[config.mk]
export PLATFORM = sky130hd
export DESIGN_NAME = regex_cpu_split
export DESIGN_NICKNAME = d
export VERILOG_FILES = /design/src/rtl/regex_cpu_split_pkg.sv /design/src/rtl/regex_cpu_split_decoder.sv /design/src/rtl/regex_cpu_split.sv
export SDC_FILE = /design/constraint.sdc
export NUM_CORES = 1
export LEC_CHECK = 0
export BUFFER_PORTS_ARGS = -buffer_cell sky130_fd_sc_hd__buf_2
export CORE_MARGIN = 2
export CORE_UTILIZATION = 55
export CTS_BUF_LIST = sky130_fd_sc_hd__clkbuf_4
export CTS_CLUSTER_DIAMETER = 200
export DETAILED_ROUTE_END_ITERATION = 12
export PLACE_DENSITY = 0.95
export SLEW_MARGIN = 10
export SYNTH_ARGS = -nofsm -noshare
export SYNTH_HDL_FRONTEND = slang
export SYNTH_SLANG_ARGS = --single-unit
[constraint.sdc]
create_clock -name clk -period 2.7 [get_ports clk]
set_clock_uncertainty 0.05 [all_clocks]
set_input_delay 0.27 -clock clk [delete_from_list [all_inputs] [get_ports clk]]
set_output_delay 0.27 -clock clk [all_outputs]
set_load 0.01 [all_outputs]
[src/rtl/regex_cpu_split_pkg.sv]
// Shared definitions for the regex thread executor: instruction
// encoding, opcode set and controller state type.
package regex_cpu_split_pkg;

    localparam int OPCODE_WIDTH           = 3;
    localparam int MEMORY_WIDTH_DEFAULT   = 20;
    localparam int INSTRUCTION_DATA_WIDTH = MEMORY_WIDTH_DEFAULT - OPCODE_WIDTH;

    // Opcode occupies the top OPCODE_WIDTH bits of an instruction word.
    // Encoding 3'd7 is unassigned and kills the thread.
    typedef enum logic [OPCODE_WIDTH-1:0] {
        OP_ACCEPT         = 3'd0,
        OP_ACCEPT_PARTIAL = 3'd1,
        OP_MATCH_CHAR     = 3'd2,
        OP_NOT_MATCH      = 3'd3,
        OP_MATCH_ANY      = 3'd4,
        OP_JMP            = 3'd5,
        OP_SPLIT          = 3'd6
    } opcode_t;

    typedef enum logic [2:0] {
        ST_IDLE,
        ST_FETCH,
        ST_WAIT,
        ST_EXEC,
        ST_EMIT
    } state_t;

endpackage

[src/rtl/regex_cpu_split_decoder.sv]
// Combinational instruction decode: classifies the current instruction
// against the lane character and terminator of the running thread.
module regex_cpu_split_decoder
    import regex_cpu_split_pkg::*;
#(
    parameter int CHARACTER_WIDTH = 8
) (
    input  logic [OPCODE_WIDTH-1:0]    opcode,
    input  logic [CHARACTER_WIDTH-1:0] instr_char,
    input  logic [CHARACTER_WIDTH-1:0] ch,
    input  logic                       eos,
    output logic                       match,
    output logic                       consume,
    output logic                       accept,
    output logic                       fork_thread,
    output logic                       jump
);

    // Decode opcode into control flags; unknown opcodes leave all flags low.
    // NOTE: every output gets a default before the case so no latch is inferred.
    always_comb begin
        match       = 1'b0;
        consume     = 1'b0;
        accept      = 1'b0;
        fork_thread = 1'b0;
        jump        = 1'b0;
        case (opcode_t'(opcode))
            OP_ACCEPT:         accept = eos;
            OP_ACCEPT_PARTIAL: accept = 1'b1;
            OP_MATCH_CHAR: begin
                consume = 1'b1;
                match   = !eos && (ch == instr_char);
            end
            OP_NOT_MATCH: begin
                consume = 1'b1;
                match   = !eos && (ch != instr_char);
            end
            OP_MATCH_ANY: begin
                consume = 1'b1;
                match   = !eos;
            end
            OP_JMP:            jump        = 1'b1;
            OP_SPLIT:          fork_thread = 1'b1;
            default: ;
        endcase
    end

endmodule

[src/rtl/regex_cpu_split.sv]
// Regex thread executor with JMP/SPLIT support. Fetches instructions for
// one thread at a time, runs non-consuming instructions internally and
// emits surviving/forked threads or pulses accepts.
// Optional statistics counters: define REGEX_CPU_SPLIT_STATS_EN.
module regex_cpu_split
    import regex_cpu_split_pkg::*;
#(
    parameter int PC_WIDTH           = 9,
    parameter int CC_ID_BITS         = 2,
    parameter int CHARACTER_WIDTH    = 8,
    parameter int MEMORY_WIDTH       = 20,
    parameter int MEMORY_ADDR_WIDTH  = 11,
    parameter int MAX_INTERNAL_STEPS = 16
) (
    input  logic                                     clk,
    input  logic                                     rst,
    input  logic [(2**CC_ID_BITS)*CHARACTER_WIDTH-1:0] current_characters,
    input  logic [2**CC_ID_BITS-1:0]                 end_of_string,
    input  logic                                     input_pc_valid,
    output logic                                     input_pc_ready,
    input  logic [CC_ID_BITS-1:0]                    input_cc_id,
    input  logic [PC_WIDTH-1:0]                      input_pc,
    output logic                                     memory_valid,
    input  logic                                     memory_ready,
    output logic [MEMORY_ADDR_WIDTH-1:0]             memory_addr,
    input  logic [MEMORY_WIDTH-1:0]                  memory_data,
    output logic                                     output_pc_valid,
    input  logic                                     output_pc_ready,
    output logic [PC_WIDTH-1:0]                      output_pc,
    output logic [CC_ID_BITS-1:0]                    output_cc_id,
    output logic                                     accepts
`ifdef REGEX_CPU_SPLIT_STATS_EN
    ,
    output logic [31:0]                              stat_instructions,
    output logic [31:0]                              stat_accepts
`endif
);

    localparam int LANES  = 2**CC_ID_BITS;
    localparam int STEP_W = $clog2(MAX_INTERNAL_STEPS + 1);

    state_t                   state_q, state_d;
    logic [PC_WIDTH-1:0]      pc_q;
    logic [CC_ID_BITS-1:0]    cc_q;
    logic [STEP_W-1:0]        steps_q;
    logic [MEMORY_WIDTH-1:0]  instr_q;
    logic [PC_WIDTH-1:0]      out_pc_q;
    logic [CC_ID_BITS-1:0]    out_cc_q;
    logic                     fork_continue_q;

    logic [CHARACTER_WIDTH-1:0] lane_chars [LANES];
    logic [CHARACTER_WIDTH-1:0] ch;
    logic                       eos;
    logic [PC_WIDTH-1:0]        target;
    logic                       step_hit;
    logic dec_match, dec_consume, dec_accept, dec_fork, dec_jump;
    logic unused_instr_bits;

    for (genvar k = 0; k < LANES; k++) begin : g_lane
        assign lane_chars[k] = current_characters[k*CHARACTER_WIDTH +: CHARACTER_WIDTH];
    end

    assign ch       = lane_chars[cc_q];
    assign eos      = end_of_string[cc_q];
    assign target   = instr_q[PC_WIDTH-1:0];
    // The next non-consuming instruction would reach the step budget.
    assign step_hit = (steps_q == STEP_W'(MAX_INTERNAL_STEPS - 1));
    // Middle instruction bits are don't-care for every opcode.
    assign unused_instr_bits = ^instr_q;

    regex_cpu_split_decoder #(
        .CHARACTER_WIDTH(CHARACTER_WIDTH)
    ) u_decoder (
        .opcode      (instr_q[MEMORY_WIDTH-1 -: OPCODE_WIDTH]),
        .instr_char  (instr_q[CHARACTER_WIDTH-1:0]),
        .ch          (ch),
        .eos         (eos),
        .match       (dec_match),
        .consume     (dec_consume),
        .accept      (dec_accept),
        .fork_thread (dec_fork),
        .jump        (dec_jump)
    );

    assign input_pc_ready  = (state_q == ST_IDLE);
    assign memory_valid    = (state_q == ST_FETCH);
    assign memory_addr     = MEMORY_ADDR_WIDTH'(pc_q);
    assign output_pc_valid = (state_q == ST_EMIT);
    assign output_pc       = out_pc_q;
    assign output_cc_id    = out_cc_q;

    // State register; reset aborts any thread in flight.
    // NOTE: sequential state uses non-blocking assignments so all flops update together.
    always_ff @(posedge clk or negedge rst) begin
        if (!rst) state_q <= ST_IDLE;
        else      state_q <= state_d;
    end

    // Next-state logic.
    always_comb begin
        state_d = state_q;
        case (state_q)
            ST_IDLE:  if (input_pc_valid) state_d = ST_FETCH;
            ST_FETCH: if (memory_ready)   state_d = ST_WAIT;
            ST_WAIT:  state_d = ST_EXEC;
            ST_EXEC: begin
                if (dec_fork)                      state_d = ST_EMIT;
                else if (dec_jump)                 state_d = step_hit ? ST_IDLE : ST_FETCH;
                else if (dec_consume && dec_match) state_d = ST_EMIT;
                else                               state_d = ST_IDLE;
            end
            ST_EMIT:  if (output_pc_ready) state_d = fork_continue_q ? ST_FETCH : ST_IDLE;
            default:  state_d = ST_IDLE;
        endcase
    end

    // Thread context, instruction register, output thread and accept pulse.
    always_ff @(posedge clk or negedge rst) begin
        if (!rst) begin
            pc_q            <= '0;
            cc_q            <= '0;
            steps_q         <= '0;
            instr_q         <= '0;
            out_pc_q        <= '0;
            out_cc_q        <= '0;
            fork_continue_q <= 1'b0;
            accepts         <= 1'b0;
        end else begin
            accepts <= (state_q == ST_EXEC) && dec_accept;
            case (state_q)
                ST_IDLE: if (input_pc_valid) begin
                    pc_q    <= input_pc;
                    cc_q    <= input_cc_id;
                    steps_q <= '0;
                end
                ST_WAIT: instr_q <= memory_data;
                ST_EXEC: begin
                    if (dec_jump) begin
                        pc_q    <= target;
                        steps_q <= steps_q + 1'b1;
                    end
                    if (dec_fork) begin
                        out_pc_q        <= target;
                        out_cc_q        <= cc_q;
                        pc_q            <= pc_q + 1'b1;
                        steps_q         <= steps_q + 1'b1;
                        fork_continue_q <= !step_hit;
                    end
                    if (dec_consume) begin
                        out_pc_q        <= pc_q + 1'b1;
                        out_cc_q        <= cc_q + 1'b1;
                        fork_continue_q <= 1'b0;
                    end
                end
                default: ;
            endcase
        end
    end

`ifdef REGEX_CPU_SPLIT_STATS_EN
    // Saturating counters of executed instructions and accept pulses.
    always_ff @(posedge clk or negedge rst) begin
        if (!rst) begin
            stat_instructions <= '0;
            stat_accepts      <= '0;
        end else begin
            if (state_q == ST_EXEC && stat_instructions != '1)
                stat_instructions <= stat_instructions + 1'b1;
            if (accepts && stat_accepts != '1)
                stat_accepts <= stat_accepts + 1'b1;
        end
    end
`endif

endmodule

# Word level (Yosys, flattened, before mapping)

Index checks and enable logic that the tools add are counted.

Flip-flop bits (word level): 52
Input port bits: 72
Output and inout port bits: 26

$add $sub $neg: 3
Magnitude comparators: 2
Equality and inequality tests: 17
Muxes and demuxes: 33
Bitwise logic cells: 1
Reductions and logical operators: 15

Operator list:

| operator            | count |
|---|---|
| $mux 9              | 5 |
| $mux 3              | 6 |
| $pmux 9 s2          | 1 |
| $bmux 8 s2          | 1 |
| $mux 8              | 2 |
| $mux 5              | 3 |
| $pmux 3 s5          | 1 |
| $eq 3x2->1 const B  | 4 |
| $eq 3x3->1 const B  | 4 |
| $pmux 5 s2          | 1 |
| $add 9x1->9 const B | 1 |
| $eq 8x8->1          | 1 |
| $mux 1              | 8 |
| $ne 8x8->1          | 1 |
| $eq 3x1->1 const B  | 2 |
| $logic_not 3->1     | 2 |
| $reduce_and 3->1    | 2 |
| $add 5x1->5 const B | 1 |
| $eq 5x4->1 const B  | 1 |
| $logic_and 1x1->1   | 4 |
| $mux 2              | 2 |
| $ne 2x1->1 const B  | 2 |
| $reduce_and 2->1    | 2 |
| $reduce_bool 2->1   | 2 |
| other kinds (11)    | 12 |

# Longest topological paths before layout

Gate-level depths: netlist (run 1).

Depth in word-level cells: 12
Depth in mapped cells: 7
Gate-level depth less buffers: 6

# By module

A second synthesis (run 1) with hierarchy kept.

Cells, all modules: 239
Area, all modules: 2576.2 um^2

By module, submodules not included:

| module                  | times used | cells each | area an instance (um^2) | seq. area each (um^2) |
|---|---|---|---|---|
| regex_cpu_split         | 1          | 217        | 2408.6                  | 1101.1 |
| regex_cpu_split_decoder | 1          | 22         | 167.7                   | 0.0 |

# Least setup slack after synthesis (run 1)

OpenSTA, ideal clock, no wires.

Kind: reg-to-reg
From: register cc_q[0]
To: register state_q[2]
Library setup time: 0.127 ns
Data arrival time: 1.710 ns
Slack: 0.814 ns
Stages on the path, launching flop included: 7
Path buffers: 1
Clock period less this slack: 1.886 ns
Cells stage by stage: dfrtp_1 -> buf_6 -> mux4_2 -> xor2_1 -> nor4_4 -> a21oi_1 -> nand3b_1

Longest elaborated chain between the ends: 12
Elaborated cells between the ends (all ways): 17
Those cells by class: eq/ne (2); mux (10); bitwise (1); reduce/logical (4)

RTL lines:

| what                                            | RTL line                                                     | RTL |
|---|---|---|
| start: declaration                              | regex_cpu_split.sv:44                                        | `logic [CC_ID_BITS-1:0] cc_q;` |
| start signal: assignment                        | regex_cpu_split.sv:133                                       | `cc_q <= input_cc_id;` |
| $not 2->3 (not written as such)                 | regex_cpu_split.sv:63                                        | `assign ch = lane_chars[cc_q];` |
| $bmux 8 s2                                      | regex_cpu_split.sv:63                                        |  |
| $mux 8 (not written as such) (2 in a row)       | regex_cpu_split.sv:63                                        |  |
| $ne 8x8->1 / $eq 8x8->1 (equally long branches) | regex_cpu_split_decoder.sv:36, regex_cpu_split_decoder.sv:32 |  |
| $logic_and 1x1->1, on equally long branches     | regex_cpu_split_decoder.sv:36, regex_cpu_split_decoder.sv:32 |  |
| $pmux 1 s3 *                                    | regex_cpu_split_decoder.sv:27                                | `case (opcode_t'(opcode))` |
| $logic_and 1x1->1 *                             | regex_cpu_split.sv:109                                       | `else if (dec_consume && dec_match) state_d = ST_EMIT;` |
| $mux 3 *                                        | regex_cpu_split.sv:109                                       |  |
| $mux 3 *                                        | regex_cpu_split.sv:108                                       | `else if (dec_jump) state_d = step_hit ? ST_IDLE : ST_FETCH;` |
| $mux 3 *                                        | regex_cpu_split.sv:107                                       | `if (dec_fork) state_d = ST_EMIT;` |
| $pmux 3 s5 *                                    | regex_cpu_split.sv:102                                       | `case (state_q)` |
| end signal: assignment                          | regex_cpu_split.sv:96                                        | `else state_q <= state_d;` |
| end: declaration                                | regex_cpu_split.sv:42                                        | `state_t state_q, state_d;` |

Every way passes the cells marked *; elsewhere a longest branch is shown, timed or not. The select of a mux whose other input is x is not followed.
A chain may end at the register's enable or synchronous reset.

# Final worst setup path (run 1)

Same ends and word-level chain as after synthesis.

==> results of run 1 <==
-- registers in the layout, summed over array words and instances, names as in the netlist --
register	count
cc_q	2
fork_continue_q	1
steps_q	5
state_q	3
output_cc_id	2
output_pc	9
accepts	1
instr_q	12
pc_q	9
-- synth_stat cells (7+ instances only) --
library cell	number	area, sq um
o21ai_0	17	85.1
mux2_2	10	113
xnor2_1	10	87.6
nor2_1	20	75.1
clkbuf_1	11	41.3
dfrtp_1	44	1100
xor2_1	9	78.8
nand2_1	32	120
mux4_1	7	184
nand3_1	7	35.0
a211oi_1	11	82.6
a221o_1	8	80.1
-- critical path: stages (launching register included) --
cell and delay (ns):
dfrtp_1 0.70, mux4_2 0.59, xor2_1 0.18, nor4_4 0.34, a21oi_1 0.09, nand3b_1 0.16
-- metal layers --
metal / part of all wire / track usage / vias up
met1: 0.39 / 0.325 / 1062
li1: - / - / 1049
met5: 0 / 0 / -
met4: 0.014 / 0.0922 / 0
met3: 0.094 / 0.0514 / 9
met2: 0.51 / 0.440 / 116
-- per-stage QoR --
step / util / cells / hold slack, ns / power (mW) / setup slack [ns]
after floorplan: - / 246 / -0.0756 / 2.46 / 0.814
after global placement: 0.679 / 373 / 0.407 / 2.88 / 0.569
after detailed placement: 0.679 / 373 / 0.410 / 2.97 / 0.477
after CTS: 0.698 / 381 / 0.0186 / 3.39 / 0.465
after global routing: 0.698 / 381 / 0.0553 / 3.62 / 0.402
final: 0.698 / 381 / -0.0172 / 3.38 / 0.496
-- layout make-up --
| class | count | share of cell area |
|---|---|---|
| Clock inverter | 2 | 0.0114 |
| Sequential cell | 44 | 0.358 |
| Timing Repair Buffer | 92 | 0.154 |
| Clock buffer | 6 | 0.0146 |
| Tap cell | 52 | 0.0211 |
| Multi-Input combinational cell | 180 | 0.436 |
| Inverter | 5 | 0.00610 |
-- logic make-up (layout without fill, tap and decap cells) --
family / count (synthesis) / after routing / share of synthesized area
xor+xnor: 19 / 19 / 0.0655
compound gates: 50 / 50 / 0.136
mux: 23 / 23 / 0.150
simple gates: 83 / 83 / 0.159
fa+ha+maj: 3 / 3 / 0.0148
buf+inv: 22 / 105 / 0.0399
flops: 44 / 44 / 0.433
other cells: 1 / 2 / 0.00148
-- path summary, 6_finish.rpt --
check / from / depth (start not counted) / to / slack [ns]
setup / recovery: cc_q[0] / 5 / state_q[2] / 0.50
hold / removal: rst / 1 / steps_q[3] / -0.02
setup reg to reg: cc_q[0] / 5 / state_q[2] / 0.50
hold reg to reg: output_pc[8] / 1 / output_pc[8] / 0.43
max in group asynchronous: rst / 1 / instr_q[4] / 2.01
min in group clk: input_cc_id[0] / 3 / cc_q[0] / 0.04
-- report_power, final --
group | total, mW | internal [mW] | switching, mW
Sequential | 1.32 | 0.943 | 0.378
Clock | 0.420 | 0.204 | 0.215
Combinational | 1.64 | 0.797 | 0.839
==> run summary, run 1 <==
Slew headroom: 0.342
Maxcap violations: 0
Placed cell area: 3000 sq um
Buffer depth of the longest clock path: 2
Synthesized instance count: 245
CTS Sinks: 44
First-pass GRT wire length: 10.2 mm
Die Ht: 72.0 um
Critical-path maximum fanout: 12
Crit path DAT: 2.43 ns
Commonest non-fill, non-tap cell in the layout: buf_2
F_max: 454 MHz
CORE AREA: 4410 sq um
Post-synth EDFFs: 0
Vias in the first global route: 2226
Tmin final: 2.20 ns
Fin nets: 403
Failing checks: negative hold slack
# setup viols final: 0
GRT Total Usage: 0.257
Hold Buf Count CTS: 0
Drt pass-1 iters: 4
Antenna cells: 0
Mapped Area: 2540 sq um
GRT Residual Overflow: 0
Total Neg Setup Slack: 0 ns
Initial core utilization: 0.575
Initial antenna violation count: 0
Initial DRC Count: 225
Input/output buffers: 87
Synth-to-Final Area Change: 21.2%
Footprint of the multi-input gates: 1340 sq um
Vias: 2236
Synth Flop Type: dfrtp_1
P_leak: 1.48 nW
Fin area: 3080 sq um
Max VDD drop: 0.000497 V
Final Slew Violations: 0
Sequential fraction of the synthesis area: 0.433
CP Data Required Time: 2.92 ns
Drc violations: 0
I/O pins: 98
TritonCTS Buffers: 5
Die Width: 72.0 um
Mapped Avg Cell Area: 10.4 sq um
# fillers: 332
Synth async-reset ratio: 1.00
Routability cong.: 0.852
Largest net degree at the start of global routing: 45
Dpl hpwl: 4.77 mm
WS Path Type: flop to flop
Post-CTS Setup Inserts: 0
Worst-margin pin slew: 0.983 ns
Setup crit start kind: flop
Row count: 24
Via density: 5.87
Register area: 1100 sq um
Distinct cells, synth: 41
Hold Path Class: primary input to async pin
Commonest cells after routing, fill and taps aside: 87 x buf_2, 44 x dfrtp_1, 32 x nand2_1
PwrDens: 1100 nW/um^2
DR WL/cell: 16.2 um
Clk_lat worst skew: 0.37 ns
Post-CTS resize count: 0
Synth warn: 0
Worst hold slack: -0.0172 ns
# H-tree levels: 2
Post-route ant nets: 0
Status: finished with violations
Period utilization: 0.816
Synthesized flop and latch total: 44
Post-Route WL: 6.17 mm
Worst setup EP type: flop
RSZ-0062 raised after global routing: false
Layout cells sized above 1: 0.347
CTS Root Cell: clkbuf_4
CTS tree: done
Reg clk slew, reported paths: 0.13 ns
Fin. Hold Viols: 32
Die Area: 5180 sq um
Power figures use the tool's default switching activity.
==> run 2, diff against run 1 <==
--- a/config.mk
+++ b/config.mk
@@ -5,13 +5,14 @@
 export SDC_FILE = /design/constraint.sdc
 export NUM_CORES = 1
 export LEC_CHECK = 0
+export ABC_AREA = 1
 export BUFFER_PORTS_ARGS = -buffer_cell sky130_fd_sc_hd__buf_2
 export CORE_MARGIN = 2
-export CORE_UTILIZATION = 55
+export CORE_UTILIZATION = 52
 export CTS_BUF_LIST = sky130_fd_sc_hd__clkbuf_4
 export CTS_CLUSTER_DIAMETER = 200
 export DETAILED_ROUTE_END_ITERATION = 12
-export PLACE_DENSITY = 0.95
+export PLACE_DENSITY = 0.93
 export SLEW_MARGIN = 10
 export SYNTH_ARGS = -nofsm -noshare
 export SYNTH_HDL_FRONTEND = slang
==> constraint.sdc (replaced) <==
create_clock -name clk -period 2.09 [get_ports clk]
set_clock_uncertainty 0.05 [all_clocks]
set_input_delay 0.209 -clock clk [delete_from_list [all_inputs] [get_ports clk]]
set_output_delay 0.209 -clock clk [all_outputs]
set_load 0.01 [all_outputs]
==> run 2 against run 1 <==
The run now ends clean. Worst hold slack improved by 0.026 ns. Final cell count up 41%. Setup slack lost 0.26 ns. Sequential power increased by 20%. Synthesized area up 6.9%. First-iteration DRC count shrank 5.8%. Clock power shrank 5%. Critical endpoint is now output_pc[2].
==> run summary, run 2 <==
Placed insts: 526
Fin area: 3310 sq um
Maxcap violations: 0
CORE AREA: 5070 sq um
Distinct cells, synth: 36
Mapped Area: 2720 sq um
Xor/xnor share of the synthesized area: 0.0290
PwrDens: 1390 nW/um^2
I/O pins: 98
CTS Sinks: 44
Initial antenna violation count: 0
# fillers: 466
List of most frequent post-synthesis cells: 123 x nand2_1, 44 x dfrtp_1, 34 x nand3_1, 34 x nor2_1, 29 x inv_1
Post-synthesis mux area share: 0.00415
GRT Total Usage: 0.238
Register area: 1100 sq um
P_leak: 1.78 nW
TritonCTS Buffers: 5
Hold Path Class: primary input to flop
Fin nets: 541
Critical-path maximum fanout: 10
Total power: 4.59 mW
CTS tree: done
WS Path Type: flop to flop
Post-route ant nets: 0
Post-CTS Setup Inserts: 0
Max VDD drop: 0.000794 V
Die Area: 5820 sq um
Tmin final: 1.86 ns
Dpl ws: 0.293 ns
Most frequent CP cell: inv_2
Drt pass-1 iters: 4
Sequential share of power: 0.344
Most frequent cell after synthesis: nand2_1
Antenna cells: 0
GRT Residual Overflow: 0
Status: complete, no violations
Sequential fraction of the synthesis area: 0.405
Synth Flop Type: dfrtp_1
Die Ht: 76.3 um
First-pass GRT wire length: 11.4 mm
Period utilization: 0.889
Sw Share: 0.491
Critical path cell sequence: inv_1 > nand2_2 > nor2_2 > nor2_4 > inv_2 > o21ai_4 > inv_2 > o21ai_0 > a21oi_1 > nor2_1
Synth-to-Final Area Change: 21.9%
Post-synth EDFFs: 0
Non-Filler Instances: 537
Buffer depth of the longest clock path: 2
Commonest non-fill, non-tap cell in the layout: nand2_1
Comb power frac: 0.568
Via density: 5.12
Fin. Hold Viols: 0
Internal power: 2.33 mW
WP buf/inv: 3
Initial core utilization: 0.535
Dpl hpwl: 5.29 mm
Reg clk slew, reported paths: 0.13 ns
Main combinational cell family by area after synthesis: simple AND/OR/NAND/NOR gates
Simple-Gate Fraction of Synth Area: 0.318
Input/output buffers: 87
P_sw: 2.25 mW
Post-route worst setup slack: 0.232 ns
Post-Route WL: 6.76 mm
# setup viols final: 0
Vias: 2752
Initial DRC Count: 212
F_max: 538 MHz
Final Slew Violations: 0
Placed cell area: 3230 sq um
Drc violations: 0
Mapped Avg Cell Area: 7.24 sq um
Setup crit start kind: flop
Footprint of the multi-input gates: 1370 sq um
# H-tree levels: 2
Worst-margin pin slew: 0.533 ns
Max reg flops: 12
CP max stage cell: dfrtp_1
Clk_lat worst skew: 0.35 ns
CP Data Required Time: 2.29 ns
Area fraction of the dominant cell type after synthesis: 0.405
Post-layout util: 0.652
Largest net degree at the start of global routing: 24
Commonest cells after routing, fill and taps aside: 123 x nand2_1, 87 x buf_2, 44 x dfrtp_1
Flop-to-flop setup slack: 0.23 ns
Post-Synth Adder-Cell Area: 0.0138
Row count: 26
Die Width: 76.3 um
Compound-cell area share of the yosys netlist: 0.137
Synthesized instance count: 375
Total Neg Setup Slack: 0 ns
Largest cells by area after synthesis: dfrtp_1 41%, nand2_1 17%, nand3_1 6.3%, nor2_1 4.7%, a21oi_1 4.6%
Layout cells sized above 1: 0.261
DR WL/cell: 12.6 um
CTS Root Cell: clkbuf_4
Synthesized flop and latch total: 44
Slew headroom: 0.645
Clock power share: 0.087
Post-CTS resize count: 0
Routability cong.: 0.886
Crit path max-delay family: buffers and inverters
Max incr delay on CP: 0.44 ns
RSZ-0062 raised after global routing: false
Worst setup EP type: flop
Crit path DAT: 2.06 ns
Largest area contributor in the netlist: dfrtp_1
Synth async-reset ratio: 1.00
Vias in the first global route: 2660
Largest reg by FF count: instr_q
Worst hold slack: 0.00858 ns
Synth warn: 0
[run 2: logic make-up after synthesis]
kind of cell	Yosys count
AO/OA/AOI/OAI	62
XOR/XNOR	9
adder cells (fa/ha/maj)	3
buffers and inverters	53
flip-flops	44
multiplexers	1
other	1
AND/OR/NAND/NOR	202
[run 2: timing repair]
item / in CTS / in global routing
hold buffers: 2 / 1
endpoints found under the hold margin: 22 / 1
endpoints found under the setup margin: 0 / 0
[run 2: routing by layer]
metal | wire, um | global-route usage | up-vias
met2 | 3520 | 0.436 | 87
met3 | 413 | 0.0509 | 6
li1 | - | - | 1390
met4 | 59 | 0.0655 | 0
met5 | 0 | 0 | -
met1 | 2770 | 0.281 | 1269
[run 2: tightest hold or removal path, delay by kind of cell]
kind	cells	cell delay, ns
compound gates	1	0.06
buf+inv	1	0.07
simple gates	1	0.04
[run 2: final timing paths]
path / cells after the start / from / end
max: 10 / instr_q[17] / output_pc[2]
min: 3 / input_cc_id[0] / cc_q[0]
max reg2reg: 10 / instr_q[17] / output_pc[2]
min reg2reg: 2 / output_pc[3] / output_pc[3]
max in group asynchronous: 3 / rst / state_q[0]
min in group asynchronous: 2 / rst / cc_q[0]
[run 2: area by class of cell]
class | count | area share
clock buffer | 5 | 0.0113
clock inverter | 3 | 0.00416
inverter | 38 | 0.0446
multi-input combinational | 279 | 0.415
sequential | 44 | 0.333
tap | 70 | 0.0265
timing repair buffer | 98 | 0.166
[run 2: power groups by stage]
stage | Sequential, mW | Clock [mW] | Combinational [mW]
floorplan | 1.59 | 0 | 1.83
global route | 1.63 | 0.443 | 2.92
global placement | 1.57 | 0 | 2.49
detailed placement | 1.59 | 0 | 2.59
finish | 1.58 | 0.401 | 2.61
CTS | 1.58 | 0.406 | 2.61
==> run 3, diff against run 2 <==
--- a/config.mk
+++ b/config.mk
@@ -9,8 +9,7 @@
 export BUFFER_PORTS_ARGS = -buffer_cell sky130_fd_sc_hd__buf_2
 export CORE_MARGIN = 2
 export CORE_UTILIZATION = 52
-export CTS_BUF_LIST = sky130_fd_sc_hd__clkbuf_4
-export CTS_CLUSTER_DIAMETER = 200
+export CTS_BUF_LIST = sky130_fd_sc_hd__clkbuf_4 sky130_fd_sc_hd__clkbuf_8
 export DETAILED_ROUTE_END_ITERATION = 12
 export PLACE_DENSITY = 0.93
 export SLEW_MARGIN = 10
==> constraint.sdc (replaced) <==
create_clock -name clk -period 1.8 [get_ports clk]
set_clock_uncertainty 0.05 [all_clocks]
set_input_delay 0.18 -clock clk [delete_from_list [all_inputs] [get_ports clk]]
set_output_delay 0.18 -clock clk [all_outputs]
set_load 0.01 [all_outputs]
==> run 3 against run 2 <==
Count of clock-buffer cells in the layout rose by 3. Final cell count rose by 1.5%. Sequential power rose by 16%. Register-to-register slack got worse by 0.18 ns. Non-clock buffer count rose by 8. Largest cell class unchanged. Fmax rose by 6.3%. Critical path depth fell by 2. Worst hold slack improved by 0.019 ns. Die area did not move. Clock power rose by 68%.
==> run summary, run 3 (synthesized netlist as in run 2, its figures left out) <==
Status: complete, no violations
Total Neg Setup Slack: 0 ns
Worst setup EP type: flop
I/O pins: 98
Input/output buffers: 87
# H-tree levels: 2
Critical path cell sequence: nand2_2 > nor2_4 > nor2_4 > inv_2 > buf_4 > a21oi_1 > o21ai_0 > nand2_1
Maxcap violations: 0
Post-Route WL: 7.23 mm
WHS Endpoint: cc_q[1]
Comb power frac: 0.563
Sw Share: 0.475
Layout cells sized above 1: 0.291
Vias: 2830
Die Area: 5820 sq um
Flop-to-flop setup slack: 0.05 ns
Crit path DAT: 1.94 ns
Die Ht: 76.3 um
Critical-path maximum fanout: 8
Placed cell area: 3280 sq um
Fin nets: 549
Hold Path Class: primary input to flop
Largest reg by FF count: instr_q
Worst Hold Depth: 3
GRT Residual Overflow: 0
CP Data Required Time: 1.99 ns
Reg-to-reg critical path endpoint: output_pc[3]
WS Path Type: flop to flop
PwrDens: 1690 nW/um^2
Reg clk slew, reported paths: 0.08 ns
Vias in the first global route: 2736
Dpl hpwl: 5.53 mm
Final Slew Violations: 0
Post-route worst setup slack: 0.0519 ns
Fin area: 3420 sq um
Dpl ws: 0.0608 ns
Internal power: 3.03 mW
Routability cong.: 0.893
TritonCTS Buffers: 5
R2R cell count: 8
Drc violations: 0
RSZ-0062 raised after global routing: true
# setup viols final: 0
Die Width: 76.3 um
Critical hold path startpoint: input_cc_id[1]
Initial core utilization: 0.535
Synth-to-Final Area Change: 25.8%
Max incr delay on CP: 0.45 ns
CP max stage cell: dfrtp_1
# fillers: 426
Setup crit start kind: flop
Post-route ant nets: 0
Slew headroom: 0.610
Row count: 26
Antenna cells: 0
Largest net degree at the start of global routing: 26
Max reg flops: 12
GRT Total Usage: 0.248
Initial DRC Count: 246
Clk_lat worst skew: 0.30 ns
Commonest cells after routing, fill and taps aside: 123 x nand2_1, 87 x buf_2, 44 x dfrtp_1
Initial antenna violation count: 0
F_max: 572 MHz
Fin. Hold Viols: 0
Clock power share: 0.117
FF-to-FF Start: instr_q[19]
Sequential share of power: 0.320
CTS tree: done
Most frequent CP cell: nor2_4
First-pass GRT wire length: 11.7 mm
Via density: 5.19
Total power: 5.77 mW
Max VDD drop: 0.000890 V
CORE AREA: 5070 sq um
CTS Sinks: 44
Worst-margin pin slew: 0.585 ns
Buffer depth of the longest clock path: 2
DR WL/cell: 13.3 um
P_sw: 2.74 mW
Tmin final: 1.75 ns
Commonest non-fill, non-tap cell in the layout: nand2_1
CTS Root Cell: clkbuf_8
P_leak: 1.83 nW
Drt pass-1 iters: 5
Period utilization: 0.971
## run 3: cell count changes in the layout (fill, tap and decap cells not counted), moves of 2 or more
cell	before	now
buf_4	6	16
clkbuf_8	0	6
clkbuf_4	5	2
nor2_1	34	31
clkinv_2	2	0
dlygate4sd3_1	3	1
inv_1	29	27
nor2_2	1	3
## run 3: area by class of cell
| type | count | area [sq um] | area share |
|---|---|---|---|
| tap | 70 | 87.6 | 0.0256 |
| timing repair buffer | 106 | 597 | 0.175 |
| multi-input combinational | 279 | 1390 | 0.405 |
| clock buffer | 8 | 97.6 | 0.0286 |
| inverter | 38 | 150 | 0.0439 |
| sequential | 44 | 1100 | 0.322 |
## run 3: worst max-delay path, delay by kind of cell (launching register included)
family / cells / cell delay (ns)
DFF: 1 / 0.45
AOI/OAI and AO/OA: 2 / 0.38
and+or+nand+nor: 4 / 0.55
buffers and inverters: 2 / 0.27
## run 3: metrics by stage
| stage | std cells | util | hold WS [ns] |
|---|---|---|---|
| floorplan | 376 | - | -0.166 |
| global placement | 535 | 0.647 | 0.145 |
| detailed placement | 535 | 0.647 | 0.160 |
| CTS | 544 | 0.668 | 0.0300 |
| global route | 545 | 0.674 | 0.0328 |
| finish | 545 | 0.674 | 0.0275 |
## run 3: power by group through the flow
stage	combinational (mW)	clock, mW	sequential [mW]
3_5_place_dp	3.16	0	1.84
4_1_cts	3.18	0.683	1.83
5_1_grt	3.59	0.722	1.90
3_3_place_gp	3.04	0	1.81
2_1_floorplan	2.13	0	1.85
6_report	3.25	0.675	1.84
## run 3: per-layer routing
layer	track usage	up-vias	routed length, um
met5	0	-	0
met4	0.0873	0	165
met3	0.0474	19	431
met2	0.447	107	3740
met1	0.293	1307	2890
li1	-	1397	-
## run 3: worst max-delay path by stage
stage | slack [ns] | cells past startpoint | start | to
floorplan | 0.20 | 5 | state_q[2] | state_q[0]
global placement | 0.12 | 15 | cc_q[0] | state_q[2]
detailed placement | 0.06 | 15 | cc_q[0] | state_q[2]
CTS | 0.04 | 15 | cc_q[0] | state_q[2]
global route | -0.02 | 15 | cc_q[0] | state_q[2]
finish | 0.05 | 8 | instr_q[19] | output_pc[3]
## run 3: what timing repair did
| item | 4_1_cts | 5_1_grt |
|---|---|---|
| gates resized for setup | 0 | 8 |
| setup buffers | 0 | 1 |
| hold endpoints to repair | 23 | 0 |
| hold buffers | 1 | 0 |
| endpoints found under the setup margin | 0 | 7 |
